[src/rtl/ddio_seq_pkg.sv]
// Shared types and constants for the DDIO transmit sequencer.
// Lane patterns are kept wide so they can be sliced down to any lane width up to 64 bits.
package ddio_seq_pkg;

    localparam int STATE_W    = 2;
    localparam int LANE_MAX_W = 64;

    typedef enum logic [STATE_W-1:0] {
        ST_IDLE = 2'd0,
        ST_PRE  = 2'd1,
        ST_SEND = 2'd2,
        ST_TAIL = 2'd3
    } state_t;

    localparam logic [LANE_MAX_W-1:0] PRE_H = {LANE_MAX_W{1'b1}};
    localparam logic [LANE_MAX_W-1:0] PRE_L = {LANE_MAX_W{1'b0}};

endpackage

[src/rtl/ddio_state_reg.sv]
// Parameterised-width state register.
// It has an asynchronous active-low reset to the IDLE encoding.
module ddio_state_reg #(
    parameter int           W       = 2,
    parameter logic [W-1:0] RST_VAL = {W{1'b0}}
) (
    input  logic         clk,
    input  logic         rst_n,
    input  logic [W-1:0] d,
    output logic [W-1:0] q
);

    // State flop: async reset to the idle encoding, otherwise follow next state
    always_ff @(posedge clk or negedge rst_n) begin
        if (!rst_n) begin
            q <= RST_VAL;
        end else begin
            q <= d;
        end
    end

endmodule

[src/rtl/ddio_tx_seq.sv]
// DDIO transmit sequencer: preamble, len streamed beats, one-cycle tail, done pulse.
// Lane data, oe and done are registered; s_ready and busy decode the registered state.
module ddio_tx_seq
    import ddio_seq_pkg::*;
#(
    parameter int DATA_W  = 8,
    parameter int LEN_W   = 8,
    parameter int PRE_CYC = 4
) (
    input  logic                clk,
    input  logic                rst_n,
    input  logic                start,
    input  logic [LEN_W-1:0]    len,
    input  logic [2*DATA_W-1:0] s_data,
    input  logic                s_valid,
    output logic                s_ready,
    output logic [DATA_W-1:0]   ddio_h,
    output logic [DATA_W-1:0]   ddio_l,
    output logic                ddio_oe,
    output logic                busy,
    output logic                done,
    output logic                err_underrun
);

    localparam int PRE_W = $clog2(PRE_CYC + 1);

    state_t               state_r;
    state_t               state_next_s;
    logic [STATE_W-1:0]   state_q_s;
    logic [LEN_W-1:0]     len_r;
    logic [LEN_W-1:0]     beat_cnt_r;
    logic [PRE_W-1:0]     pre_cnt_r;
    logic                 start_ok_s;
    logic                 pre_last_s;
    logic                 beat_acc_s;
    logic                 last_beat_s;

    ddio_state_reg #(
        .W       (STATE_W),
        .RST_VAL (STATE_W'(ST_IDLE))
    ) u_state_reg (
        .clk   (clk),
        .rst_n (rst_n),
        .d     (state_next_s),
        .q     (state_q_s)
    );

    assign state_r     = state_t'(state_q_s);
    assign start_ok_s  = (state_r == ST_IDLE) && start && (len != {LEN_W{1'b0}});
    assign pre_last_s  = (pre_cnt_r == PRE_W'(PRE_CYC - 1));
    assign beat_acc_s  = (state_r == ST_SEND) && s_valid;
    // len_r is never zero once a burst is running, so len_r-1 cannot wrap
    assign last_beat_s = beat_acc_s && (beat_cnt_r == (len_r - LEN_W'(1)));

    assign s_ready = (state_r == ST_SEND);
    assign busy    = (state_r != ST_IDLE);

    // Next-state decode
    always_comb begin
        state_next_s = state_r;
        case (state_r)
            ST_IDLE: begin
                if (start_ok_s) begin
                    state_next_s = ST_PRE;
                end else begin
                    state_next_s = ST_IDLE;
                end
            end
            ST_PRE: begin
                if (pre_last_s) begin
                    state_next_s = ST_SEND;
                end else begin
                    state_next_s = ST_PRE;
                end
            end
            ST_SEND: begin
                if (last_beat_s) begin
                    state_next_s = ST_TAIL;
                end else begin
                    state_next_s = ST_SEND;
                end
            end
            ST_TAIL: state_next_s = ST_IDLE;
            default: state_next_s = ST_IDLE;
        endcase
    end

    // Burst bookkeeping: latched length, beat/preamble counters, sticky underrun
    always_ff @(posedge clk or negedge rst_n) begin
        if (!rst_n) begin
            len_r        <= {LEN_W{1'b0}};
            beat_cnt_r   <= {LEN_W{1'b0}};
            pre_cnt_r    <= {PRE_W{1'b0}};
            err_underrun <= 1'b0;
        end else begin
            case (state_r)
                ST_IDLE: begin
                    if (start_ok_s) begin
                        len_r        <= len;
                        beat_cnt_r   <= {LEN_W{1'b0}};
                        pre_cnt_r    <= {PRE_W{1'b0}};
                        err_underrun <= 1'b0;
                    end
                end
                ST_PRE: begin
                    pre_cnt_r <= pre_cnt_r + PRE_W'(1);
                end
                ST_SEND: begin
                    if (s_valid) begin
                        beat_cnt_r <= beat_cnt_r + LEN_W'(1);
                    end else begin
                        err_underrun <= 1'b1;
                    end
                end
                ST_TAIL: begin
                    beat_cnt_r <= {LEN_W{1'b0}};
                end
                default: begin
                    beat_cnt_r <= {LEN_W{1'b0}};
                end
            endcase
        end
    end

    // Output register: lane data, output enable and completion pulse
    always_ff @(posedge clk or negedge rst_n) begin
        if (!rst_n) begin
            ddio_h  <= {DATA_W{1'b0}};
            ddio_l  <= {DATA_W{1'b0}};
            ddio_oe <= 1'b0;
            done    <= 1'b0;
        end else begin
            case (state_r)
                ST_PRE: begin
                    ddio_h  <= PRE_H[DATA_W-1:0];
                    ddio_l  <= PRE_L[DATA_W-1:0];
                    ddio_oe <= 1'b1;
                    done    <= 1'b0;
                end
                ST_SEND: begin
                    if (s_valid) begin
                        ddio_h <= s_data[2*DATA_W-1:DATA_W];
                        ddio_l <= s_data[DATA_W-1:0];
                    end else begin
                        ddio_h <= {DATA_W{1'b0}};
                        ddio_l <= {DATA_W{1'b0}};
                    end
                    ddio_oe <= 1'b1;
                    done    <= 1'b0;
                end
                ST_TAIL: begin
                    ddio_h  <= {DATA_W{1'b0}};
                    ddio_l  <= {DATA_W{1'b0}};
                    ddio_oe <= 1'b1;
                    done    <= 1'b1;
                end
                default: begin
                    ddio_h  <= {DATA_W{1'b0}};
                    ddio_l  <= {DATA_W{1'b0}};
                    ddio_oe <= 1'b0;
                    done    <= 1'b0;
                end
            endcase
        end
    end

endmodule

[config.mk]
export PLATFORM = sky130hd
export DESIGN_NAME = ddio_tx_seq
export DESIGN_NICKNAME = d
export VERILOG_FILES = /design/src/rtl/ddio_seq_pkg.sv /design/src/rtl/ddio_state_reg.sv /design/src/rtl/ddio_tx_seq.sv
export SDC_FILE = /design/constraint.sdc
export NUM_CORES = 1
export LEC_CHECK = 0
export ABC_AREA = 1
export CORE_ASPECT_RATIO = 0.9
export CORE_UTILIZATION = 53
export CTS_BUF_LIST = sky130_fd_sc_hd__clkbuf_16
export DETAILED_ROUTE_END_ITERATION = 10
export PLACE_DENSITY = 0.84
export SYNTH_ARGS = -nofsm -noshare
export SYNTH_HDL_FRONTEND = slang
export SYNTH_SLANG_ARGS = --single-unit
[constraint.sdc]
create_clock -name clk -period 5.4 [get_ports clk]
set_clock_uncertainty 0.2 [all_clocks]
set_input_delay 1.08 -clock clk [delete_from_list [all_inputs] [get_ports clk]]
set_output_delay 1.08 -clock clk [all_outputs]
set_load 0.02 [all_outputs]
==> results.md, run 1 <==
* Outcome: completed
* Syn Nets at 289
* CP Launch Type: flip-flop
* CTS sink cnt at 40
* Clk slew on worst S/H paths at 0.06 ns
* # setup viols final at 0
* Most common cell after layout, fill and taps aside: nand2_1
* Tmin final at 3.19 ns
* TritonRoute pass-1 iters at 4
* Routed WL at 4310 um
* Post-synthesis adder-cell area fraction at 0.0533
* Post-route ant nets at 0
* Post-CTS Repair Setup Buffers at 0
* # IOs at 49
* CTS Buffer Depth at 2
* Peak supply drop at 0.314 mV
* Pleak at 1.33 nW
* Initial DRC Count at 111
* Congestion Overflow GR at 0
* Mapped Area at 2110 um^2
* Final Core Density at 0.736
* Die H at 61.9 um
* CP endpoint kind: primary output
* Final WS setup at 2.21 ns
* # nets final at 338
* Arrival time at the worst endpoint at 1.91 ns
* Synth warn at 0
* Initial Utilization at 0.562
* Routed wire per std cell at 12.4 um
* H-tree Lvls at 2
* Worst slack at placement at 2.55 ns
* DP HPWL at 3220 um
* GP Congestion at 0.841
* Post-Place Cells at 340
* Main combinational cell family by area after synthesis: simple AND/OR/NAND/NOR gates
* Rel. slew slack at 0.433
* # resized after CTS at 0
* First-pass GRT wire length at 7160 um
* CP max FO at 9
* #FFs+latches synth at 40
* Finished Layout Cells at 348
* Commonest non-fill, non-tap cells in the layout: nand2_1 (54), clkdlybuf4s50_1 (47), dfrtp_1 (40)
* XOR/XNOR share of the synthesized area at 0.0480
* Number of global-route vias before repair at 1,593
* Multiplexer share of the synthesized area at 0
* Min-delay worst type: flip-flop to flip-flop
* FMAX at 314 MHz
* Fin crit share at 0.591
* Power per Cell Area at 450 nW/um^2
* Area Overhead vs Synth at 31.0%
* Pin count of the biggest net entering global routing at 41
* Hold WS at 0.303 ns
* Skew-Pair Late Insertion Delay at 0.28 ns
* Post-CTS Hold Buffers at 0
* Post-Synth Simple-Gate Area at 0.264
* Layout cells sized above 1 at 0.0795
* Die Wd at 68.5 um
* CTS tree: built
* Unique masters post-synth at 28
* CP Data Required Time at 4.12 ns
* Setup TNS at 0 ns
* Num CTS Buffers at 5
* Core ar. at 3760 um^2
* PortBufs at 48
* R2r setup slk at 3.28 ns
* Max_cap viols at 0
* Root Buffer: clkbuf_16
* Initial antenna violation count at 0
* Seq/Total Area, Yosys at 0.474
* Worst slew pin tran at 0.850 ns
* Fillers at 286
* Site Rows at 21
* DIE AREA at 4240 um^2
* RSZ-0062 raised after global routing: no
* Cells after Synth at 252
* Number of diodes at 0
* DRC viols at 0
* GRT Total Usage at 0.236
* Crit path kind: flip-flop to primary output
* Compound-gate portion of the synthesized area at 0.0747
* Slew Limit Fails at 0
* Via count at 1,744
* Final hold viol count at 0
* Syn Area/Cell at 8.38 um^2
* DR vias/cell at 5.01
cell usage after synthesis:
| cell | instances | area, um^2 |
|---|---|---|
| nand2_1 | 54 | 203 |
| dfrtp_1 | 40 | 1000 |
| inv_1 | 36 | 135 |
| nor2_1 | 33 | 124 |
| a21oi_1 | 16 | 80.1 |
| nand3_1 | 15 | 75.1 |
| o21ai_0 | 11 | 55.1 |
| ha_1 | 9 | 113 |
| xor2_1 | 6 | 52.6 |
| nand2_2 | 4 | 25.0 |
| or2_2 | 4 | 25.0 |
| xnor2_1 | 3 | 26.3 |
| buf_2 | 2 | 10.0 |
| nand2_4 | 2 | 22.5 |
| nand4_1 | 2 | 12.5 |
| nor4_2 | 2 | 25.0 |
| o21ai_2 | 2 | 17.5 |
| buf_4 | 1 | 7.51 |
| buf_8 | 1 | 15.0 |
| clkbuf_1 | 1 | 3.75 |
| clkbuf_2 | 1 | 5.00 |
| clkinv_1 | 1 | 3.75 |
| nand2_8 | 1 | 20.0 |
| nand3_2 | 1 | 10.0 |
| nor3_2 | 1 | 10.0 |
| o21ai_1 | 1 | 5.00 |
| or2_1 | 1 | 6.26 |
| xnor3_1 | 1 | 22.5 |
metrics by stage:
step	area (um^2)	power, mW
floorplan	2110	0.771
global placement	2600	0.901
detailed placement	2600	0.920
CTS	2770	1.25
global route	2770	1.33
finish	2770	1.24
kinds of logic after synthesis:
| logic type | count (synthesis) |
|---|---|
| DFF | 40 |
| xor gates and xnor gates | 10 |
| AOI/OAI and AO/OA | 30 |
| buffers and inverters | 43 |
| adders and majority gates | 9 |
| and+or+nand+nor | 120 |
per-layer routing:
metal	part of all wire	up-vias	track usage	wire length [um]
met1	0.45	813	0.301	1920
li1	-	880	-	-
met3	0.041	8	0.0456	178
met2	0.50	43	0.405	2150
met4	0.014	0	0.0833	61
met5	0	-	0	0
critical path, stage by stage, from the launching register on:
cell and delay, ns:
dfrtp_1 0.42, inv_1 0.12, ha_1 0.40, clkdlybuf4s50_1 0.68
area by class of cell:
type	instances	area (um^2)	share of cell area
sequential	40	1000	0.362
multi-input combinational	169	930	0.336
timing repair buffer	48	475	0.172
inverter	37	139	0.0502
clock buffer	5	125	0.0452
tap	46	57.6	0.0208
clock inverter	3	37.5	0.0136
path summary, 6_finish.rpt:
path | from | endpoint | cells past startpoint
worst min register to register | len_r[7] | len_r[7] | 2
worst max register to register | u_state_reg.q[0] | u_state_reg.q[0] | 10
min in group asynchronous | rst_n | ddio_l[2] | 1
worst max-delay path | u_state_reg.q[0] | s_ready | 3
worst min-delay path | len_r[7] | len_r[7] | 2
max in group asynchronous | rst_n | ddio_l[3] | 1
state kept, by name, summed over array words and instances (netlist names), named ones only:
signal and flops:
beat_cnt_r 8, ddio_h 8, ddio_l 8, ddio_oe 1, done 1, err_underrun 1, len_r 8, pre_cnt_r 3
u_state_reg.q 1
report_power, final:
part	internal, mW	switching, mW
clock	0.215	0.112
combinational	0.193	0.301
sequential	0.374	0.0496
No activity file was read; power rests on OpenSTA's default activity.
==> inputs of run 2 (changes only) <==
--- a/config.mk
+++ b/config.mk
@@ -7,10 +7,10 @@
 export LEC_CHECK = 0
 export ABC_AREA = 1
 export CORE_ASPECT_RATIO = 0.9
-export CORE_UTILIZATION = 53
+export CORE_UTILIZATION = 50
 export CTS_BUF_LIST = sky130_fd_sc_hd__clkbuf_16
 export DETAILED_ROUTE_END_ITERATION = 10
-export PLACE_DENSITY = 0.84
+export PLACE_DENSITY = 0.8
 export SYNTH_ARGS = -nofsm -noshare
 export SYNTH_HDL_FRONTEND = slang
 export SYNTH_SLANG_ARGS = --single-unit
==> constraint.sdc (replaced) <==
create_clock -name clk -period 3.31 [get_ports clk]
set_clock_uncertainty 0.2 [all_clocks]
set_input_delay 0.662 -clock clk [delete_from_list [all_inputs] [get_ports clk]]
set_output_delay 0.662 -clock clk [all_outputs]
set_load 0.02 [all_outputs]
==> results.md, run 2 (same netlist as run 1, synthesis figures left out) <==
* WL met3 at 190 um (was 178 um)
* Fin crit share at 0.837
* Net Sw Frac at 0.386 (was 0.372)
* CP Launch Type: flip-flop (unchanged)
* Reg2Reg Capture Point: u_state_reg.q[0] (unchanged)
* Via count at 1,714 (was 1,744)
* Max stage delay on crit path at 0.68 ns (about the same)
* H-tree Lvls at 2 (unchanged)
* CTS tree: built (unchanged)
* CP max FO at 9 (unchanged)
* Congestion Overflow GR at 0 (unchanged)
* Routed wl met2 at 2140 um (was 2150 um)
* Pin count of the biggest net entering global routing at 41 (unchanged)
* R2r setup slk at 1.18 ns (was 3.28 ns)
* Share of power burned in registers at 0.356 (was 0.341)
* Root Buffer: clkbuf_16 (unchanged)
* Die Wd at 70.5 um (was 68.5 um)
* DIE AREA at 4490 um^2 (was 4240 um^2)
* TritonRoute pass-1 iters at 7 (was 4)
* Slowest cell on crit path: clkdlybuf4s50_1 (unchanged)
* Setup TNS at 0 ns (unchanged)
* PortBufs at 48 (unchanged)
* Post-CTS Hold Buffers at 0 (unchanged)
* Core ar. at 4070 um^2 (was 3760 um^2)
* DR top layer: met4 (unchanged)
* FMAX at 361 MHz
* Outcome: finished, violations left (was completed)
* Crit path kind: flip-flop to primary output (unchanged)
* Final WS setup at 0.541 ns (was 2.21 ns)
* Final Cell Area at 2740 um^2 (was 2770 um^2)
* Area Overhead vs Synth at 29.9% (was 31.0%)
* Num CTS Buffers at 5 (unchanged)
* Final hold viol count at 0 (unchanged)
* Most common cell after layout, fill and taps aside: nand2_1 (unchanged)
* Rel. slew slack at 0.424 (was 0.433)
* CTS Buffer Depth at 2 (unchanged)
* # nets final at 338 (unchanged)
* DP HPWL at 3160 um (was 3220 um)
* Clk pwr share at 0.232 (was 0.262)
* Worst slack at placement at 0.863 ns (was 2.55 ns)
* Sw Pwr at 750 uW (was 462 uW)
* RSZ-0062 raised after global routing: no (unchanged)
* Post-CTS Repair Setup Buffers at 0 (unchanged)
* Worst slew pin tran at 0.864 ns (was 0.850 ns)
* First-pass GRT wire length at 7770 um (was 7160 um)
* Reg-to-Reg Start: u_state_reg.q[0] (unchanged)
* Pwr Total at 1.94 mW (was 1.24 mW)
* # IOs at 49 (unchanged)
* CTS sink cnt at 40 (unchanged)
* CP endpoint kind: primary output (unchanged)
* CP Data Required Time at 2.45 ns (was 4.12 ns)
* Slew Limit Fails at 0 (unchanged)
* Tmin final at 2.77 ns
* Pleak at 1.33 nW (about the same)
* Gate power share at 0.412 (was 0.397)
* Initial antenna violation count at 0 (unchanged)
* Number of global-route vias before repair at 1,709 (was 1,593)
* Die H at 63.6 um (was 61.9 um)
* Failing checks: design-rule violations
* Routed wire per std cell at 12.6 um (was 12.4 um)
* Commonest non-fill, non-tap cells in the layout: nand2_1 (54), clkdlybuf4s50_1 (47), dfrtp_1 (40) (unchanged)
* Site Rows at 22 (was 21)
* Peak supply drop at 0.585 mV (was 0.314 mV)
* Post-route ant nets at 0 (unchanged)
* # resized after CTS at 0 (unchanged)
* Cell Chain, Critical Path: inv_1 -> ha_1 -> clkdlybuf4s50_1 (unchanged)
* GP Congestion at 0.861 (was 0.841)
* Wl on met1 at 2020 um (was 1920 um)
* Placed Area at 2610 um^2 (was 2600 um^2)
* Arrival time at the worst endpoint at 1.91 ns (about the same)
* Initial DRC Count at 128 (was 111)
* Number of diodes at 0 (unchanged)
* Power per Cell Area at 709 nW/um^2 (was 450 nW/um^2)
* Min-delay worst type: input pin to asynchronous set/reset pin (was flip-flop to flip-flop)
* Max_cap viols at 0 (unchanged)
* Power Internal at 1.19 mW (was 781 uW)
* DRC viols at 6 (was 0)
* Initial Utilization at 0.518 (was 0.562)
* # setup viols final at 0 (unchanged)
* Fillers at 330 (was 286)
* Routed WL at 4420 um (was 4310 um)
* GRT Total Usage at 0.227 (was 0.236)
* Layout cells sized above 1 at 0.0762 (was 0.0795)
* DR vias/cell at 4.90 (was 5.01)
* R2R depth at 10 (unchanged)
* Skew-Pair Late Insertion Delay at 0.28 ns (about the same)
* Clk slew on worst S/H paths at 0.05 ns (was 0.06 ns)
-- run 2: cell count changes in the layout (fill, tap and decap cells not counted) --
| cell | before | now |
|---|---|---|
| inv_1 | 36 | 38 |
| clkinv_1 | 3 | 2 |
| bufinv_16 | 1 | 0 |
-- run 2: worst max-delay path by stage --
stage	start	end	slack [ns]	cells after the start
2_1_floorplan	u_state_reg.q[0]	beat_cnt_r[3]	1.38	8
3_3_place_gp	u_state_reg.q[0]	s_ready	0.90	3
3_5_place_dp	u_state_reg.q[0]	s_ready	0.86	3
4_1_cts	u_state_reg.q[0]	s_ready	0.54	3
5_1_grt	u_state_reg.q[0]	s_ready	0.47	3
6_report	u_state_reg.q[0]	s_ready	0.54	3
-- run 2: area by class of cell --
type                    instances  area (um^2)  share of cell area
clock buffers                   5          125              0.0456
clock inverters                 3         11.3             0.00411
well taps                      48         60.1              0.0219
multi-input cells             169          930               0.339
inverters                      37          139              0.0507
repair buffers                 48          475               0.173
flip-flops and latches         40         1000               0.365
-- run 2: metal layers --
| layer | vias up | global-route usage |
|---|---|---|
| li1 | 875 | - |
| met5 | - | 0 |
| met4 | 0 | 0.0740 |
| met2 | 34 | 0.369 |
| met3 | 7 | 0.0720 |
| met1 | 798 | 0.287 |
-- run 2: critical path: cells and delay by family (launching register included) --
| family | cells | cell delay, ns |
|---|---|---|
| buffers and inverters | 2 | 0.82 |
| adders and majority gates | 1 | 0.39 |
| DFF | 1 | 0.41 |
-- run 2: power groups by stage --
stage	combinational [mW]	clock [mW]	sequential [mW]
floorplan	0.519	0	0.739
global placement	0.779	0	0.694
detailed placement	0.794	0	0.697
CTS	0.802	0.459	0.691
global route	0.900	0.484	0.707
finish	0.801	0.451	0.692
-- run 2: through the flow --
step	utilization	hold slack (ns)	cells
6_report	0.673	0.296	350
2_1_floorplan	-	0.166	252
3_3_place_gp	0.639	0.282	342
5_1_grt	0.673	0.322	350
3_5_place_dp	0.639	0.291	342
4_1_cts	0.673	0.302	350
==> inputs of run 3 (changes only) <==
==> constraint.sdc (replaced) <==
create_clock -name clk -period 2.8 [get_ports clk]
set_clock_uncertainty 0.2 [all_clocks]
set_input_delay 0.56 -clock clk [delete_from_list [all_inputs] [get_ports clk]]
set_output_delay 0.56 -clock clk [all_outputs]
set_load 0.02 [all_outputs]
==> results.md, run 3 (same netlist as run 1, synthesis figures left out) <==
* Outcome: finished, violations left (unchanged)
* Failing checks: design-rule violations (unchanged)
* Reg-to-Reg Start: u_state_reg.q[0] (unchanged)
* PortBufs at 48 (unchanged)
* Number of diodes at 0 (unchanged)
* R2r setup slk at 0.59 ns (was 1.18 ns)
* Min-delay worst type: input pin to asynchronous set/reset pin (unchanged)
* Final Cell Area at 2740 um^2 (unchanged)
* Clk slew on worst S/H paths at 0.06 ns (was 0.05 ns)
* FMAX at 369 MHz
* Finished Layout Cells at 350 (unchanged)
* Peak supply drop at 0.746 mV (was 0.585 mV)
* Gate power share at 0.418 (was 0.412)
* Routed wire per std cell at 13.0 um (was 12.6 um)
* CTS sink cnt at 40 (unchanged)
* Power per Cell Area at 845 nW/um^2 (was 709 nW/um^2)
* Crit path kind: flip-flop to primary output (unchanged)
* Sw Pwr at 903 uW (was 750 uW)
* Worst slew pin tran at 0.851 ns (was 0.864 ns)
* Net Sw Frac at 0.390 (was 0.386)
* Rel. slew slack at 0.433 (was 0.424)
* Placed Area at 2610 um^2 (unchanged)
* Num CTS Buffers at 5 (unchanged)
* Most common cell after layout, fill and taps aside: nand2_1 (unchanged)
* Number of global-route vias before repair at 1,726 (was 1,709)
* DP HPWL at 3240 um (was 3160 um)
* CTS Buffer Depth at 2 (unchanged)
* Arrival time at the worst endpoint at 1.95 ns (was 1.91 ns)
* Pin count of the biggest net entering global routing at 41 (unchanged)
* Post-CTS Repair Setup Buffers at 0 (unchanged)
* Site Rows at 22 (unchanged)
* DRC viols at 7 (was 6)
* Tmin final at 2.71 ns
* CP max FO at 9 (unchanged)
* Post-route ant nets at 0 (unchanged)
* GRT Total Usage at 0.229 (was 0.227)
* Via count at 1,726 (was 1,714)
* # resized after CTS at 0 (unchanged)
* RSZ-0062 raised after global routing: no (unchanged)
* First-pass GRT wire length at 7940 um (was 7770 um)
* DR vias/cell at 4.93 (was 4.90)
* Congestion Overflow GR at 0 (unchanged)
* Skew-Pair Late Insertion Delay at 0.28 ns (about the same)
* Clk pwr share at 0.228 (was 0.232)
* DIE AREA at 4490 um^2 (unchanged)
* Reg2Reg Capture Point: u_state_reg.q[0] (unchanged)
* Slew Limit Fails at 0 (unchanged)
* Post-CTS Hold Buffers at 0 (unchanged)
* CTS tree: built (unchanged)
* Die Wd at 70.5 um (unchanged)
* Initial Utilization at 0.518 (unchanged)
* CP Data Required Time at 2.04 ns (was 2.45 ns)
* Root Buffer: clkbuf_16 (unchanged)
* Max_cap viols at 0 (unchanged)
* Routed WL at 4550 um (was 4420 um)
* Core ar. at 4070 um^2 (unchanged)
* Area Overhead vs Synth at 29.9% (unchanged)
* GP Congestion at 0.860 (was 0.861)
* # nets final at 338 (unchanged)
* Share of power burned in registers at 0.354 (was 0.356)
* Commonest non-fill, non-tap cells in the layout: nand2_1 (54), clkdlybuf4s50_1 (47), dfrtp_1 (40) (unchanged)
* # setup viols final at 0 (unchanged)
* CP endpoint kind: primary output (unchanged)
* CP Launch Type: flip-flop (unchanged)
* Pwr Total at 2.32 mW (was 1.94 mW)
* # IOs at 49 (unchanged)
* Fin crit share at 0.968
* Initial antenna violation count at 0 (unchanged)
* Setup TNS at 0 ns (unchanged)
* Power Internal at 1.41 mW (was 1.19 mW)
* Post-Place Cells at 342 (unchanged)
* H-tree Lvls at 2 (unchanged)
* Layout cells sized above 1 at 0.0762 (unchanged)
* Pleak at 1.33 nW (unchanged)
* Die H at 63.6 um (unchanged)
* Final hold viol count at 0 (unchanged)
* Initial DRC Count at 136 (was 128)
* R2R depth at 10 (unchanged)
* TritonRoute pass-1 iters at 8 (was 7)
## run 3: cell counts in the layout (fill, tap and decap cells not counted)
Identical to the previous run, type by type.
## run 3: cell type report
cell class | count | area [um^2]
multi-input combinational | 169 | 930
timing repair buffer | 48 | 475
sequential | 40 | 1000
tap | 48 | 60.1
inverter | 37 | 139
fill | 329 | 1330
clock inverter | 3 | 11.3
clock buffer | 5 | 125
## run 3: power groups by stage
stage | clock (mW) | sequential (mW) | combinational (mW)
global route | 0.560 | 0.834 | 1.08
floorplan | 0 | 0.873 | 0.614
finish | 0.529 | 0.820 | 0.967
detailed placement | 0 | 0.824 | 0.953
CTS | 0.537 | 0.818 | 0.969
global placement | 0 | 0.820 | 0.921
## run 3: metrics by stage
stage / utilization / hold WS (ns) / setup slack, ns
final: 0.673 / 0.193 / 0.0909
after global routing: 0.673 / 0.276 / 0.0293
after CTS: 0.673 / 0.234 / 0.113
after detailed placement: 0.639 / 0.291 / 0.439
after global placement: 0.639 / 0.282 / 0.492
after floorplan: - / 0.0644 / 0.873
## run 3: per-layer routing
metal	wire [um]	GRT usage	up-vias
li1	-	-	885
met1	2010	0.287	803
met2	2320	0.403	34
met3	188	0.0464	4
met4	31	0.0587	0
met5	0	0	-
## run 3: how the worst max path moves through the flow
| stage | slack (ns) | to | from | cells past startpoint |
|---|---|---|---|---|
| after global placement | 0.49 | s_ready | u_state_reg.q[0] | 3 |
| after CTS | 0.11 | s_ready | u_state_reg.q[0] | 3 |
| after detailed placement | 0.44 | s_ready | u_state_reg.q[0] | 3 |
| after global routing | 0.03 | s_ready | u_state_reg.q[0] | 3 |
| after floorplan | 0.87 | beat_cnt_r[3] | u_state_reg.q[0] | 8 |
| final | 0.09 | s_ready | u_state_reg.q[0] | 3 |
## run 3: worst max-delay path: stages, from the launching register on
cell,delay (ns)
dfrtp_1,0.43
inv_1,0.15
ha_1,0.40
clkdlybuf4s50_1,0.69
